## src/rtl/hit_scheduler.sv

```systemverilog
// Per-frame collision scheduler: one shared rectangle-overlap comparator walks every
// (enemy, laser) pair, laser-major. Define HIT_SCORE_EN to add a saturating score output.
module hit_scheduler #(
  parameter int NUM_ENEMIES = 4,
  parameter int NUM_LASERS  = 2,
  parameter int ENEMY_SIZE  = 30,
  parameter int LASER_W     = 20,
  parameter int LASER_H     = 49
) (
  input  logic                     Clk,
  input  logic                     Reset,
  input  logic                     frame_start,
  input  logic [NUM_ENEMIES-1:0]    enemy_alive,
  input  logic [10*NUM_ENEMIES-1:0] enemy_x_flat,
  input  logic [10*NUM_ENEMIES-1:0] enemy_y_flat,
  input  logic [NUM_LASERS-1:0]     laser_active,
  input  logic [10*NUM_LASERS-1:0]  laser_x_flat,
  input  logic [10*NUM_LASERS-1:0]  laser_y_flat,
  output logic                     busy,
  output logic                     hits_valid,
  input  logic                     hits_ack,
  output logic [NUM_ENEMIES-1:0]    enemy_hit_vec,
  output logic [NUM_LASERS-1:0]     laser_hit_vec,
`ifdef HIT_SCORE_EN
  output logic [15:0]              score,
`endif
  output logic                     overrun
);

  localparam int EW = (NUM_ENEMIES > 1) ? $clog2(NUM_ENEMIES) : 1;
  localparam int LW = (NUM_LASERS > 1) ? $clog2(NUM_LASERS) : 1;

  typedef enum logic [1:0] {IDLE, SCAN, REPORT} state_e;

  state_e                 state_q, state_d;
  logic [EW-1:0]          e_q, e_d;
  logic [LW-1:0]          l_q, l_d;
  logic [NUM_ENEMIES-1:0] enemy_hit_q, enemy_hit_d;
  logic [NUM_LASERS-1:0]  laser_hit_q, laser_hit_d;
  logic                   busy_q, busy_d;
  logic                   hits_valid_q, hits_valid_d;
  logic                   overrun_q, overrun_d;
  logic [10:0]            ex, ey, lx, ly;
  logic                   overlap, hit;

  // Operands widened to 11 bits so edge sums never wrap.
  always_comb begin
    ex = {1'b0, enemy_x_flat[int'(e_q)*10 +: 10]};
    ey = {1'b0, enemy_y_flat[int'(e_q)*10 +: 10]};
    lx = {1'b0, laser_x_flat[int'(l_q)*10 +: 10]};
    ly = {1'b0, laser_y_flat[int'(l_q)*10 +: 10]};
    overlap = (lx <= ex + 11'(ENEMY_SIZE)) && (lx + 11'(LASER_W) >= ex) &&
              (ly <= ey + 11'(ENEMY_SIZE)) && (ly + 11'(LASER_H) >= ey);
    hit = enemy_alive[e_q] && laser_active[l_q] && !laser_hit_q[l_q] &&
          !enemy_hit_q[e_q] && overlap;
  end

`ifdef HIT_SCORE_EN
  logic [15:0] score_q, score_d;
  logic [4:0]  pop;
  logic [16:0] sum;
`endif

  always_comb begin
    state_d      = state_q;
    e_d          = e_q;
    l_d          = l_q;
    enemy_hit_d  = enemy_hit_q;
    laser_hit_d  = laser_hit_q;
    busy_d       = busy_q;
    hits_valid_d = hits_valid_q;
    overrun_d    = overrun_q | (frame_start & busy_q);
`ifdef HIT_SCORE_EN
    score_d = score_q;
    pop     = '0;
    for (int i = 0; i < NUM_ENEMIES; i++) pop = pop + 5'(enemy_hit_q[i]);
    sum     = {1'b0, score_q} + 17'(pop) * 17'd10;
`endif
    case (state_q)
      IDLE: begin
        if (frame_start) begin
          enemy_hit_d = '0;
          laser_hit_d = '0;
          e_d         = '0;
          l_d         = '0;
          busy_d      = 1'b1;
          state_d     = SCAN;
        end
      end
      SCAN: begin
        if (hit) begin
          enemy_hit_d[e_q] = 1'b1;
          laser_hit_d[l_q] = 1'b1;
        end
        if (e_q == EW'(NUM_ENEMIES - 1)) begin
          e_d = '0;
          if (l_q == LW'(NUM_LASERS - 1)) begin
            hits_valid_d = 1'b1;
            state_d      = REPORT;
          end else begin
            l_d = l_q + 1'b1;
          end
        end else begin
          e_d = e_q + 1'b1;
        end
      end
      REPORT: begin
        if (hits_ack) begin
          hits_valid_d = 1'b0;
          busy_d       = 1'b0;
          state_d      = IDLE;
`ifdef HIT_SCORE_EN
          score_d = sum[16] ? 16'hFFFF : sum[15:0];
`endif
        end
      end
      default: state_d = IDLE;
    endcase
  end

  always_ff @(posedge Clk) begin
    if (Reset) begin
      state_q      <= IDLE;
      e_q          <= '0;
      l_q          <= '0;
      enemy_hit_q  <= '0;
      laser_hit_q  <= '0;
      busy_q       <= 1'b0;
      hits_valid_q <= 1'b0;
      overrun_q    <= 1'b0;
`ifdef HIT_SCORE_EN
      score_q      <= '0;
`endif
    end else begin
      state_q      <= state_d;
      e_q          <= e_d;
      l_q          <= l_d;
      enemy_hit_q  <= enemy_hit_d;
      laser_hit_q  <= laser_hit_d;
      busy_q       <= busy_d;
      hits_valid_q <= hits_valid_d;
      overrun_q    <= overrun_d;
`ifdef HIT_SCORE_EN
      score_q      <= score_d;
`endif
    end
  end

  assign busy          = busy_q;
  assign hits_valid    = hits_valid_q;
  assign enemy_hit_vec = enemy_hit_q;
  assign laser_hit_vec = laser_hit_q;
  assign overrun       = overrun_q;
`ifdef HIT_SCORE_EN
  assign score = score_q;
`endif

endmodule

```

## config.mk

```make
export PLATFORM = sky130hd
export DESIGN_NAME = hit_scheduler
export DESIGN_NICKNAME = d
export VERILOG_FILES = /design/src/rtl/hit_scheduler.sv
export SDC_FILE = /design/constraint.sdc
export NUM_CORES = 1
export LEC_CHECK = 0
export BUFFER_PORTS_ARGS = -buffer_cell sky130_fd_sc_hd__buf_2
export CAP_MARGIN = 25
export CORE_ASPECT_RATIO = 1.4
export CORE_UTILIZATION = 48
export DETAILED_ROUTE_END_ITERATION = 16
export GPL_ROUTABILITY_DRIVEN = 0
export PLACE_DENSITY = 0.83
export SYNTH_ARGS = -nofsm -noshare
export SYNTH_HDL_FRONTEND = slang
export SYNTH_SLANG_ARGS = --single-unit
```

## constraint.sdc

```tcl
create_clock -name Clk -period 5.44 [get_ports Clk]
set_clock_uncertainty 0.2 [all_clocks]
set_input_delay 0.544 -clock Clk [delete_from_list [all_inputs] [get_ports Clk]]
set_output_delay 0.544 -clock Clk [all_outputs]
set_load 0.02 [all_outputs]
```

# Word level (Yosys, flattened, before mapping)
# Cells that the tools add are included.
op_classes:
  n_reduce_logical: 21
  magnitude_cmp: 8
  shifts: 4
  multipliers: 2
  eq_ne: 8
  n_addsub: 6
  bitwise: 4
  muxes: 35
op_table:
  columns: ["operator", "n"]
  rows:
  - ["40-bit by 32-bit variable part select with 10-bit output", 1]
  - ["40-bit by 7-bit variable part select with 10-bit output", 1]
  - ["10-bit by 5-bit adder with 11-bit output (second input constant)", 3]
  - ["20-bit by 32-bit variable part select with 10-bit output", 1]
  - ["11-bit by 10-bit greater-or-equal comparator with 1-bit output", 2]
  - ["10-bit by 11-bit <= comparator with 1-bit output", 2]
  - ["20-bit by 6-bit variable part select with 10-bit output", 1]
  - ["1-bit two-way mux", 15]
  - ["2-bit two-way mux", 7]
  - ["10-bit by 6-bit adder with 11-bit output (second input constant)", 1]
  - ["2-bit inequality test (second input constant)", 5]
  - ["1-bit logical AND", 9]
  - ["3-bit AND reduction", 3]
  - ["4-bit two-way mux", 2]
  - ["2-bit case mux with 2 select lines", 2]
  - ["4-bit case mux with 2 select lines", 1]
  - ["4-bit AND reduction", 2]
  - ["1-bit case mux with 2 select lines", 3]
  - ["2-bit case mux with 3 select lines", 1]
  - ["2-bit nonzero test", 3]
  - ["2-bit by 3-bit multiplier with 5-bit output (second input constant)", 1]
  - ["1-bit binary-select mux with 2-bit select", 2]
  - ["2-bit == test (second input constant)", 2]
  - ["1-bit by 3-bit multiplier with 4-bit output (second input constant)", 1]
  - ["other kinds (16)", 17]
totals:
  reg_bits: 14
  input_bits: 130

# Depth between registers and ports, before layout
depth:
  depth_word: 10
  mapped_depth: 16

# Worst setup path before layout
# No wires, ideal clock.
synth_path:
  path_type: "register to register"
  start: "register l_q"
  end: "register laser_hit_q[0], in the netlist laser_hit_vec[0]"
  path_slack_ns: 1.673
  path_buffers: 3
  setup_time_ns: 0.134
  path_stages_with_launch: 16
  arrival_time_ns: 3.433
  required_time_ns: 5.106
  path_cell_list: "dfxtp_1 -> buf_2 -> buf_1 -> clkbuf_1 -> mux2_2 -> ha_1 -> o21ai_0 -> nand2_1 -> xnor2_1 -> ha_1 -> a21oi_1 -> o21ai_0 -> and2_1 -> o311a_1 -> o2111ai_2 -> o31ai_1"
synth_via:
  elab_chain_cells: 10
  elab_cells_between_ends: 31
  classes_between: "add/sub (2); mul (1); order compare (6); eq/ne (1); shift (2); mux (8); bitwise (1); reduce/logical (10)"
synth_lines:
  columns: ["item", "line", "source"]
  rows:
  - ["from (decl)", "37", "logic [LW-1:0] l_q, l_d;"]
  - ["from (signal assigned)", "137", "l_q <= l_d;"]
  - ["1-bit by 3-bit multiplier with 4-bit output", "50, 51", null]
  - ["20-bit by 32-bit variable part select with 10-bit output", "50", "lx = {1'b0, laser_x_flat[int'(l_q)*10 +: 10]};"]
  - ["10-bit by 5-bit adder with 11-bit output", "52", "overlap = (lx <= ex + 11'(ENEMY_SIZE)) && (lx + 11'(LASER_W) >= ex) &&"]
  - ["11-bit by 10-bit greater-or-equal comparator with 1-bit output", "52", null]
  - ["1-bit logical AND (2 in series)", "52", null]
  - ["1-bit logical AND", "53", "(ly <= ey + 11'(ENEMY_SIZE)) && (ly + 11'(LASER_H) >= ey);"]
  - ["1-bit logical AND", "55", "!enemy_hit_q[e_q] && overlap;"]
  - ["2-bit inequality test (no source line)", null, null]
  - ["3-bit AND reduction (no source line)", null, null]
  - ["to (signal assigned)", "139", "laser_hit_q <= laser_hit_d;"]
  - ["to (decl)", "39", "logic [NUM_LASERS-1:0] laser_hit_q, laser_hit_d;"]
# Parallel ways exist; a longest one is shown, timed or not. The select of a mux whose other input is x is not followed.
# A chain may end at the register's enable or synchronous reset.

# Worst setup path after layout
layout_path:
  start: "register e_q[0]"
  end: "register enemy_hit_q[1], in the netlist enemy_hit_vec[1]"
layout_via:
  elab_chain_cells: 10
  elab_cells_between_ends: 31
  classes_between: "add/sub (2); mul (1); order compare (6); eq/ne (1); shift (2); mux (8); bitwise (1); reduce/logical (10)"
layout_lines:
  columns: ["item", "line", "source"]
  rows:
  - ["from (decl)", "36", "logic [EW-1:0] e_q, e_d;"]
  - ["from (signal assigned)", "124", "e_q <= '0;"]
  - ["from (signal assigned)", "136", "e_q <= e_d;"]
  - ["2-bit by 3-bit multiplier with 5-bit output", "48, 49", null]
  - ["40-bit by 32-bit variable part select with 10-bit output", "48", "ex = {1'b0, enemy_x_flat[int'(e_q)*10 +: 10]};"]
  - ["10-bit by 5-bit adder with 11-bit output", "52", null]
  - ["10-bit by 11-bit <= comparator with 1-bit output", "52", null]
  - ["1-bit logical AND (2 in series)", "52", null]
  - ["1-bit logical AND", "53", null]
  - ["1-bit logical AND", "55", null]
  - ["2-bit inequality test (no source line)", null, null]
  - ["3-bit AND reduction (no source line)", null, null]
  - ["to (signal assigned)", "138", "enemy_hit_q <= enemy_hit_d;"]
  - ["to (decl)", "38", "logic [NUM_ENEMIES-1:0] enemy_hit_q, enemy_hit_d;"]
# Parallel ways exist; a longest one is shown, timed or not. The select of a mux whose other input is x is not followed.

==> impl_metrics.json <==
{
  "outcome": "finished, final reports clean",
  "wl_met1_microns": 3160,
  "start_util_pct": 50.03,
  "ir_worst_vdd_mv": 0.1040,
  "dr_wl_met3_microns": 361,
  "drive_gt1_share_pct": 34.98,
  "pwr-share-seq_pct": 21.4,
  "routed_wl_microns": 7910,
  "seq_area_sq_um": 280.3,
  "ys_seq_area_share_pct": 9.488,
  "post-route-min-period_ns": 3.990,
  "hold_viol_final": 0,
  "die_w_microns": 68.30,
  "p_switching_w": 0.0001995,
  "die_h_microns": 94.83,
  "power_w": 0.0005113,
  "postRouteAntennaNets": 0,
  "max-cap-violations": 0,
  "power_density_nw_per_um2": 137.3,
  "firstDrtPassIters": 4,
  "pwr-share-comb_pct": 61.5,
  "wl_met2_microns": 4206,
  "clk_latency_ns": 0.25,
  "arrival_ns": 3.95,
  "hp-class": "reg2reg",
  "tns_ns": 0,
  "final_cell_mix": "138 x buf_2, 47 x ha_1, 41 x inv_1",
  "dp_hpwl_microns": 6911,
  "grt_antenna_before_repair": 0,
  "setup.worst_path.end_class": "flop",
  "dieArea_sq_um": 6477,
  "h-tree-depth": 1,
  "finalSetupViolations": 0,
  "syn_nets": 510,
  "grt_pass1_wl_microns": 12600,
  "nFillCells": 528,
  "grt_max_degree": 27,
  "crit_type": "reg2reg",
  "cts_setup_buffers": 0,
  "worst_pin_slew_ns": 0.8807,
  "cp_max_fo": 8,
  "ys.flop_type": "dfxtp_1",
  "syn_inst": 333,
  "numCtsBuffers": 3,
  "n_antenna_cell": 0,
  "drt-wirelength-per-cell_microns": 14.76,
  "power_switching_share_pct": 39.01,
  "grt_overflow_total": 0,
  "cts_resized": 0,
  "drcViolationCount": 0,
  "avgSynthCellArea_sq_um": 8.871,
  "cts_tree": "built",
  "clkPwrFrac_pct": 17.1,
  "vias_per_cell": 5.638,
  "yosysUniqueCellTypes": 51,
  "first_iter_violations": 117,
  "vias": 3022,
  "core_sq_um": 5904,
  "hold_buffers": 0,
  "slew_headroom_pct": 41.21,
  "p_leak_nw": 1.904,
  "final_nets": 645,
  "max_freq_mhz": 250.6,
  "track_usage_pct": 25.34,
  "async_flop_share_pct": 0,
  "startpoint_type": "flop",
  "worstPathRequired_ns": 5.40,
  "rsz0062_at_grt": "no",
  "synth-seq-cells": 14,
  "slew_violations": 0,
  "finalCritPeriodShare_pct": 73.35,
  "cts_sinks": 14,
  "grt_pass1_vias": 3024,
  "final_common_cell": "buf_2",
  "row_count": 33,
  "intPower_w": 0.0003118,
  "multi_input_area_sq_um": 2449,
  "clk_path_buf_depth": 2,
  "yosysWarningCount": 0,
  "synth-edff-count": 0,
  "io_pins": 139,
  "area_delta_synth_final_pct": 26.09,
  "clockRootBuffer": "clkbuf_8",
  "portBuffers": 138,
  "netlist_area_sq_um": 2954,
  "r2r_setup_slack_ns": 1.45,
  "dr.max_layer_used": "met4",
  "clk_pin_slew_ns": 0.06
}
-- Yosys cell counts (3+ instances only) --
cell type,number,area share (%)
a32oi_1,5,1.5
nor3_1,5,0.85
nand2_1,20,2.5
xor2_1,6,1.8
mux2_2,8,3.0
clkbuf_1,3,0.38
mux4_2,5,3.8
nand3_1,10,1.7
inv_1,41,5.2
buf_2,5,0.85
nor2_1,23,2.9
nand2b_1,3,0.64
ha_1,47,20
and3_1,7,1.5
dfxtp_1,14,9.5
mux4_1,15,13
a21oi_1,20,3.4
o21ai_0,9,1.5
nor2b_1,3,0.64
a21o_1,12,3.0
xnor2_1,20,5.9
o31ai_1,7,1.8
mux2i_1,11,3.7
-- layer usage --
layer	vias up	track usage, %
met3	17	2.053
met1	1390	28.85
met2	107	47.55
met4	0	8.333
met5	-	0
li1	1508	-
-- cell families after synthesis --
| logic type | count (synthesis) | synth area share [%] |
|---|---|---|
| compound gates | 74 | 17.87 |
| fa+ha+maj | 47 | 19.91 |
| flops | 14 | 9.488 |
| mux | 39 | 23.93 |
| simple gates | 81 | 13.47 |
| buf+inv | 52 | 7.624 |
| xor+xnor | 26 | 7.709 |
-- final cells by class --
class                   count  area share (%)
repair buffers            141           19.15
well taps                  70           2.351
inverters                  41           4.132
clock buffers               3           1.108
multi-input cells         267           65.74
flip-flops and latches     14           7.524
-- power by group through the flow --
| stage | combinational [W] | sequential (W) | clock (W) |
|---|---|---|---|
| 4_1_cts | 0.000314 | 0.000109 | 0.0000876 |
| 3_5_place_dp | 0.000312 | 0.000112 | 0 |
| 5_1_grt | 0.000352 | 0.000110 | 0.0000947 |
| 2_1_floorplan | 0.000216 | 0.000111 | 0 |
| 3_3_place_gp | 0.000298 | 0.000111 | 0 |
| 6_report | 0.000314 | 0.000109 | 0.0000876 |
-- metrics by stage --
step           instance area (sq um)  hold slack, ns  std cells  setup slack (ns)  util, %
6_report                        3725          0.2713        536             1.450    63.09
5_1_grt                         3725          0.3288        536             1.126    63.09
4_1_cts                         3725          0.2752        536             1.419    63.09
3_5_place_dp                    3684          0.2616        533             1.455    62.39
3_3_place_gp                    3684          0.2442        533             1.617    62.39
2_1_floorplan                   2954          0.3474        333             1.673        -
-- final timing paths --
path,depth (start not counted),end,start
max reg2reg,11,enemy_hit_vec[1]$_SDFFE_PP0P_,e_q[0]$_SDFFE_PP0P_
max,11,enemy_hit_vec[1]$_SDFFE_PP0P_,e_q[0]$_SDFFE_PP0P_
min reg2reg,2,overrun$_SDFF_PP0_,overrun$_SDFF_PP0_
min,2,overrun$_SDFF_PP0_,overrun$_SDFF_PP0_
-- registers in the layout, summed over array words and instances, names as in the netlist --
register / flops
enemy_hit_vec: 4
e_q: 2
laser_hit_vec: 2
state_q: 2
busy: 1
hits_valid: 1
l_q: 1
overrun: 1
-- critical path: stages (launching register included) --
cell and delay, ns:
dfxtp_1 0.55, mux4_1 0.69, or4_4 0.57, nand2_1 0.11, xnor2_1 0.12, ha_1 0.26, a21o_1 0.17, a221oi_1 0.35
o21ai_0 0.17, o211ai_2 0.18, o2111ai_2 0.23, o31ai_1 0.30
Note: power is estimated with default switching activity, not from simulation.
